[config.mk]
export PLATFORM = sky130hd
export DESIGN_NAME = parity_frame_tx
export DESIGN_NICKNAME = d
export VERILOG_FILES = /design/src/rtl/parity_frame_tx.sv
export SDC_FILE = /design/constraint.sdc
export NUM_CORES = 1
export LEC_CHECK = 0
export ABC_AREA = 1
export ABC_CLOCK_PERIOD_IN_PS = 1700
export CAP_MARGIN = 40
export CORE_MARGIN = 3
export CORE_UTILIZATION = 56
export CTS_BUF_LIST = sky130_fd_sc_hd__clkbuf_4
export DETAILED_ROUTE_END_ITERATION = 6
export PLACE_DENSITY = 0.81
export SYNTH_ARGS = -nofsm -noshare
export SYNTH_HDL_FRONTEND = slang
export SYNTH_SLANG_ARGS = --single-unit
[constraint.sdc]
create_clock -name clk -period 1.7 [get_ports clk]
set_input_delay 0.17 -clock clk [delete_from_list [all_inputs] [get_ports clk]]
set_output_delay 0.17 -clock clk [all_outputs]
set_load 0.03 [all_outputs]
[src/rtl/parity_frame_tx.sv]
// UART-style frame transmitter: start, 8 data bits LSB first, parity, stop.
// Each bit is held on tx for CLKS_PER_BIT clocks; parity is computed at accept.
//
// state  | meaning
// IDLE   | tx high, waiting for in_valid && in_ready
// START  | start bit (0) on tx
// DATA   | data bit bit_idx on tx, LSB first
// PARITY | latched parity bit on tx
// STOP   | stop bit (1) on tx
module parity_frame_tx #(
    parameter int CLKS_PER_BIT = 4,
    parameter int DATA_W       = 8
) (
    input  logic              clk,
    input  logic              rst,
    input  logic [DATA_W-1:0] data_in,
    input  logic              even_odd,
    input  logic              in_valid,
    output logic              in_ready,
    output logic              tx,
    output logic              busy,
    output logic              parity_out
);

    localparam int CNT_W = (CLKS_PER_BIT > 1) ? $clog2(CLKS_PER_BIT) : 1;

    localparam logic [2:0] ST_IDLE   = 3'd0;
    localparam logic [2:0] ST_START  = 3'd1;
    localparam logic [2:0] ST_DATA   = 3'd2;
    localparam logic [2:0] ST_PARITY = 3'd3;
    localparam logic [2:0] ST_STOP   = 3'd4;

    logic [2:0]        state_q, state_d;
    logic [CNT_W-1:0]  cnt_q, cnt_d;
    logic [2:0]        bit_idx_q, bit_idx_d;
    logic [DATA_W-1:0] shift_q, shift_d;
    logic              parity_q, parity_d;
    logic              tx_q, tx_d;
    logic              busy_q, busy_d;
    logic              rdy_q, rdy_d;

    logic accept;
    logic bit_done;

    assign accept   = in_valid && rdy_q;
    assign bit_done = (cnt_q == CNT_W'(CLKS_PER_BIT - 1));

    always_comb begin
        state_d   = state_q;
        cnt_d     = cnt_q;
        bit_idx_d = bit_idx_q;
        shift_d   = shift_q;
        parity_d  = parity_q;
        tx_d      = tx_q;
        busy_d    = busy_q;
        rdy_d     = rdy_q;

        if (state_q == ST_IDLE) begin
            cnt_d = '0;
        end else if (bit_done) begin
            cnt_d = '0;
        end else begin
            cnt_d = cnt_q + CNT_W'(1);
        end

        case (state_q)
            ST_IDLE: begin
                // in_ready comes up one edge after reset release and stays up until accept
                rdy_d = 1'b1;
                tx_d  = 1'b1;
                if (accept) begin
                    shift_d   = data_in;
                    parity_d  = (^data_in) ^ ~even_odd;
                    bit_idx_d = '0;
                    state_d   = ST_START;
                    tx_d      = 1'b0;
                    busy_d    = 1'b1;
                    rdy_d     = 1'b0;
                end
            end
            ST_START: begin
                if (bit_done) begin
                    state_d = ST_DATA;
                    tx_d    = shift_q[0];
                end
            end
            ST_DATA: begin
                if (bit_done) begin
                    if (bit_idx_q == 3'(DATA_W - 1)) begin
                        state_d = ST_PARITY;
                        tx_d    = parity_q;
                    end else begin
                        bit_idx_d = bit_idx_q + 3'd1;
                        shift_d   = shift_q >> 1;
                        tx_d      = shift_q[1];
                    end
                end
            end
            ST_PARITY: begin
                if (bit_done) begin
                    state_d = ST_STOP;
                    tx_d    = 1'b1;
                end
            end
            ST_STOP: begin
                if (bit_done) begin
                    state_d   = ST_IDLE;
                    tx_d      = 1'b1;
                    busy_d    = 1'b0;
                    rdy_d     = 1'b1;
                    bit_idx_d = '0;
                end
            end
            default: begin
                state_d   = ST_IDLE;
                cnt_d     = '0;
                bit_idx_d = '0;
                tx_d      = 1'b1;
                busy_d    = 1'b0;
                rdy_d     = 1'b0;
            end
        endcase
    end

    always_ff @(posedge clk or posedge rst) begin
        if (rst) begin
            state_q   <= ST_IDLE;
            cnt_q     <= '0;
            bit_idx_q <= '0;
            shift_q   <= '0;
            parity_q  <= 1'b0;
            tx_q      <= 1'b1;
            busy_q    <= 1'b0;
            rdy_q     <= 1'b0;
        end else begin
            state_q   <= state_d;
            cnt_q     <= cnt_d;
            bit_idx_q <= bit_idx_d;
            shift_q   <= shift_d;
            parity_q  <= parity_d;
            tx_q      <= tx_d;
            busy_q    <= busy_d;
            rdy_q     <= rdy_d;
        end
    end

    assign in_ready   = rdy_q;
    assign tx         = tx_q;
    assign busy       = busy_q;
    assign parity_out = parity_q;

endmodule

---- Word level (Yosys, flattened, before mapping) ----
Cells that the tools add are included.
word-level totals
  bits in read-only memories .............. 0
  input bits .............................. 12
  latch bits .............................. 0
  memories ................................ 0
  register bits after elaboration ......... 20
  bits in writable memories ............... 0
  output and inout port bits .............. 4
cells by class
  bitwise operators ....................... 4
  magnitude comparators ................... 0
  eq/ne operators ......................... 14
  shifts and indexed selects .............. 0
  reduce and logical (&&, ||, !) cells .... 15
  multiplexer cells ....................... 28
  multipliers ............................. 0
  divide/modulo/power cells ............... 0
  add/sub/neg operators ................... 2
operators by type and width
  kind                 count
  $mux 3               9
  $mux 8               3
  $pmux 8 s2           1
  $pmux 3 s5           1
  $ne 2x2->1 const B   7
  $pmux 3 s4           1
  $reduce_xor 8->1     1
  $mux 1               7
  $eq 3x2->1 const B   2
  $eq 3x3->1 const B   2
  $mux 2               3
  $pmux 1 s3           2
  $reduce_and 3->1     2
  $reduce_and 6->1     1
  $reduce_and 5->1     1
  $reduce_or 5->1      1
  $pmux 1 s4           1
  $reduce_and 2->1     2
  $reduce_and 4->1     1
  $reduce_or 2->1      2
  $add 3x1->3 const B  1
  $eq 3x1->1 const B   1
  $logic_not 3->1      1
  $not 1->1            3
  other kinds (7)      7

---- Depth between registers and ports, before layout ----
  depth in word-level cells ............... 4
  depth in mapped cells ................... 11

---- Least setup slack after synthesis ----
No wires, ideal clock.
  path kind ............................... register to register
  start ................................... register bit_idx_q[0]
  end ..................................... register shift_q[0]
  library setup time ...................... 0.121 ns
  buffers on the path ..................... 1
  stages on the path, launching flop included .. 8
  path slack .............................. 0.198 ns
  arrival ................................. 1.381 ns
  cells stage by stage .................... dfrtp_1 > ha_1 > ha_1 > nor2_4 > nor2_2 > nor2_8 > buf_12 > a21oi_1
on the way
  cells in the longest elaborated chain, start to end .. 3
ends and longest elaborated chain
  item                        RTL line  text
  from (decl)                 35        logic [2:0] bit_idx_q, bit_idx_d;
  from (signal assigned)      138       bit_idx_q <= bit_idx_d;
  $eq 3x3->1                  89        if (bit_idx_q == 3'(DATA_W - 1)) begin
  $ne 2x2->1 (no line)        -
  $reduce_and 4->1 (no line)  -
  to (signal assigned)        139       shift_q <= shift_d;
  to (decl)                   36        logic [DATA_W-1:0] shift_q, shift_d;
No other way between the ends.
A chain may end at the register's enable or synchronous reset.

---- Final worst setup path ----
  start ................................... register bit_idx_q[0]
  end ..................................... register shift_q[7]
The elaborated chain is that of the path after synthesis.

==> out/results.txt <==
The run finished with clean final reports. The number of nets still failing antenna checks after routing was 0. The worst slack at placement was 0.104 ns. The proportion of layout cells with a drive suffix above 1 is 15.9%, and the number of distinct standard cells referenced by the synthesized netlist is 22.

The initial utilization of the core area, before any placement, comes to 61.5%. The DRC violations left was 0; the residual overflow from global routing was 0. The worst register-to-register path begins at bit_idx_q[0]. The kind of start point of the critical path was a flop. In this run, synthesis produced a sequential element count of 20.

After the first detailed-routing iteration, the DRC count stood at 20. In this run the static leakage power is 0.772 nW. For the initial antenna violation count, the log shows 0.

The count of flip-flops with a built-in enable after synthesis is 0. The logs give 0.30 ns for the insertion delay of the later-clocked pin in the worst-skew pair and 0 for the antenna cell count. The period utilization was 93.4%.

Across the run, the number of max-cap violations was 0. The final worst slack was 0.112 ns. The run gives 0 ns as the total negative setup slack. Counting flops with an async set or reset pin after synthesis yields a share of 100%.

For the hold violation count in the final report, the log shows 0. The final critical-path required period is 1.59 ns, and the reg-to-reg setup timing slack is 0.11 ns. The share of synthesized area occupied by flip-flops and latches was 40.3%; the number of hold buffers added after cts was 0. The mean routed wirelength per cell works out to 11.4 microns.

For this run, the number of Yosys warnings is 0. The first global-routing pass estimated 4310 microns of wire. The pin slew with the least headroom to its limit works out to 0.317 ns. The tools report the capturing element type of the critical path as a flop. The power density over the cells works out to 1850 nW/um^2. The number of instances in the synthesized netlist was 163.

The first detailed-routing pass ran for 4 iterations. The tools report the normalized max-slew margin as 78.9%. The cell sitting at the root of the clock tree is a sky130_fd_sc_hd__clkbuf_4.

The tools report the number of buffers inserted during clock tree synthesis as 3. The maximum fanout along the worst path is 16. The tools report the highest attainable clock frequency as 630 MHz. Area growth from synthesis to layout: 16.5%. The longest clock path from root to sink contains 2 buffers.

IR analysis of the VDD net gives a maximum drop of 1.07 mV. In this run the vertical extent of the chip is 53.1 microns. The net count of the finished layout is 198. The tightest min-delay check is of the primary input to async pin type. For this design the top-level I/O count stands at 16. The number of sinks on the clock net was 20; the quantity of I/O buffers inserted on ports was 15.

Global routing used 21.2% of the available tracks across all layers. The maximum number of pins on one net before global-route repair is 19. The tools report the total number of placement rows as 16.

The floorplan die area came out at 2820 sq um. The tools report the total number of H-tree levels as 1. The reg-to-reg critical path endpoint is shift_q[7]. STA puts the critical path data arrival time at 1.82 ns. For the number of fillers in the final layout, the log shows 164. The total detailed-routing wirelength is 2390 microns. The congestion estimate from routability-driven global placement came to 0.838. Across all layers, the routed design uses 1052 vias. The tools report the net count of the mapped netlist as 178. After detailed routing, the number of vias per cell comes to 5.03.

TritonCTS built the clock tree. For the total core area, the log shows 2020 sq um. Setup violations remaining at the end of the flow were counted as 0.

In this run the mean area of a mapped cell was 7.63 sq um. The category of the critical setup timing path was flop to flop. In this run the cell area of the synthesized design comes to 1240 sq um. The clock-pin transition on the worst setup and hold timing paths was 0.11 ns; the endpoint required time on the critical path was 1.94 ns. Once detailed placement completed, the half-perimeter wirelength came to 1910 microns.

Across the routed clock network, the largest skew measured is 0.00246 ns. The worst-case reg-to-reg path depth came out at 7. Setup repair after global routing left no endpoint under its margin. Main flop type after synthesis: sky130_fd_sc_hd__dfrtp_1. The logs give 1003 for the via count of the first global-routing pass and 0 for the final number of max-transition violations. Measured along the x axis, the die boundary spans 53.1 microns.
[stage by stage]
step	util (%)	power (mW)	hold WS, ns	area, sq um	std cells
finish	71.7	2.68	0.103	1450	209
global route	71.7	2.96	0.107	1450	209
CTS	71.5	2.71	0.103	1450	209
detailed placement	70.2	2.46	0.427	1420	205
global placement	70.2	2.38	0.423	1420	205
floorplan	-	2.17	0.133	1240	163
[layout make-up]
class | count | area, sq um | area share, %
Clock buffer | 3 | 22.5 | 1.55
Inverter | 27 | 101 | 6.99
Sequential cell | 20 | 503 | 34.7
Clock inverter | 1 | 3.75 | 0.259
Timing Repair Buffer | 17 | 168 | 11.6
Tap cell | 27 | 33.8 | 2.33
Multi-Input combinational cell | 114 | 617 | 42.6
[timing repair]
item / in CTS / in global routing
endpoints found under the hold margin: 0 / 0
setup endpoints to repair: 0 / 5
buffers inserted: 0 / 0
resized for setup: 0 / 2
[cells in the final DEF (no fill, tap or decap)]
cell                              instances
sky130_fd_sc_hd__nand2_1                 48
sky130_fd_sc_hd__inv_1                   26
sky130_fd_sc_hd__dfrtp_1                 18
sky130_fd_sc_hd__clkdlybuf4s50_1         14
sky130_fd_sc_hd__nand3_1                 13
sky130_fd_sc_hd__o21ai_0                 13
sky130_fd_sc_hd__o21ai_2                  8
sky130_fd_sc_hd__nor2_1                   7
sky130_fd_sc_hd__nor2_2                   5
sky130_fd_sc_hd__nand2_2                  4
sky130_fd_sc_hd__a21oi_1                  3
sky130_fd_sc_hd__ha_1                     3
sky130_fd_sc_hd__clkbuf_4                 3
sky130_fd_sc_hd__nand2_4                  2
sky130_fd_sc_hd__xnor2_1                  2
sky130_fd_sc_hd__xor2_1                   2
sky130_fd_sc_hd__buf_4                    2
sky130_fd_sc_hd__inv_2                    1
sky130_fd_sc_hd__nor2_4                   1
sky130_fd_sc_hd__o21ai_1                  1
sky130_fd_sc_hd__nor2_8                   1
sky130_fd_sc_hd__o21a_1                   1
sky130_fd_sc_hd__clkinv_1                 1
sky130_fd_sc_hd__dlymetal6s2s_1           1
sky130_fd_sc_hd__dfrtp_2                  1
sky130_fd_sc_hd__dfstp_2                  1
[worst max-delay path: stages, from the launching register on]
cell	delay, ns
sky130_fd_sc_hd__dfrtp_1	0.42
sky130_fd_sc_hd__ha_1	0.21
sky130_fd_sc_hd__ha_1	0.25
sky130_fd_sc_hd__nor2_4	0.14
sky130_fd_sc_hd__nor2_2	0.07
sky130_fd_sc_hd__nor2_8	0.24
sky130_fd_sc_hd__nand3_1	0.13
sky130_fd_sc_hd__o21ai_2	0.07
[state kept, by name, summed over array words and instances (netlist names)]
name,cells
shift_q,8
tx,1
parity_out,1
cnt_q,2
in_ready,1
bit_idx_q,3
state_q,3
busy,1
[Yosys cell counts, types with 3 or more instances]
cell,count,share of area (%)
sky130_fd_sc_hd__a21oi_1,3,1.2
sky130_fd_sc_hd__dfrtp_1,19,38
sky130_fd_sc_hd__ha_1,3,3.0
sky130_fd_sc_hd__inv_1,26,7.8
sky130_fd_sc_hd__nand2_1,48,14
sky130_fd_sc_hd__nand2_2,4,2.0
sky130_fd_sc_hd__nand3_1,13,5.2
sky130_fd_sc_hd__nor2_1,7,2.1
sky130_fd_sc_hd__nor2_2,5,2.5
sky130_fd_sc_hd__o21ai_0,13,5.2
sky130_fd_sc_hd__o21ai_2,8,5.6
[how the worst max path moves through the flow]
stage	startpoint	end	slack (ns)	cells after the start
after floorplan	bit_idx_q[0]	shift_q[0]	0.20	7
after global placement	bit_idx_q[0]	shift_q[7]	0.17	7
after detailed placement	bit_idx_q[0]	shift_q[7]	0.10	7
after CTS	tx	tx	0.01	1
after global routing	bit_idx_q[0]	shift_q[4]	0.02	7
final	bit_idx_q[0]	shift_q[7]	0.11	7
[routing by layer]
metal	GRT usage (%)	up-vias	part of all wire (%)
met5	0	-	0
met4	5.11	0	0
met3	6.48	0	3.7
met2	36.0	22	50
met1	26.3	485	47
li1	-	545	-
[report_power, final]
part	internal (mW)	leakage, nW	switching (mW)	total [mW]
logic	0.565	0.507	1.07	1.63
clock network	0.0855	0.0154	0.139	0.225
registers	0.701	0.249	0.123	0.824
[logic make-up (layout without fill, tap and decap cells)]
| logic type | Yosys count | in the layout | share of synthesized area [%] |
|---|---|---|---|
| AND/OR/NAND/NOR | 81 | 81 | 30.7 |
| buffers and inverters | 29 | 48 | 10.1 |
| AO/OA/AOI/OAI | 26 | 26 | 13.1 |
| flip-flops | 20 | 20 | 40.3 |
| XOR/XNOR | 4 | 4 | 2.82 |
| adder cells (fa/ha/maj) | 3 | 3 | 3.02 |
Note: power is estimated with default switching activity, not from simulation.
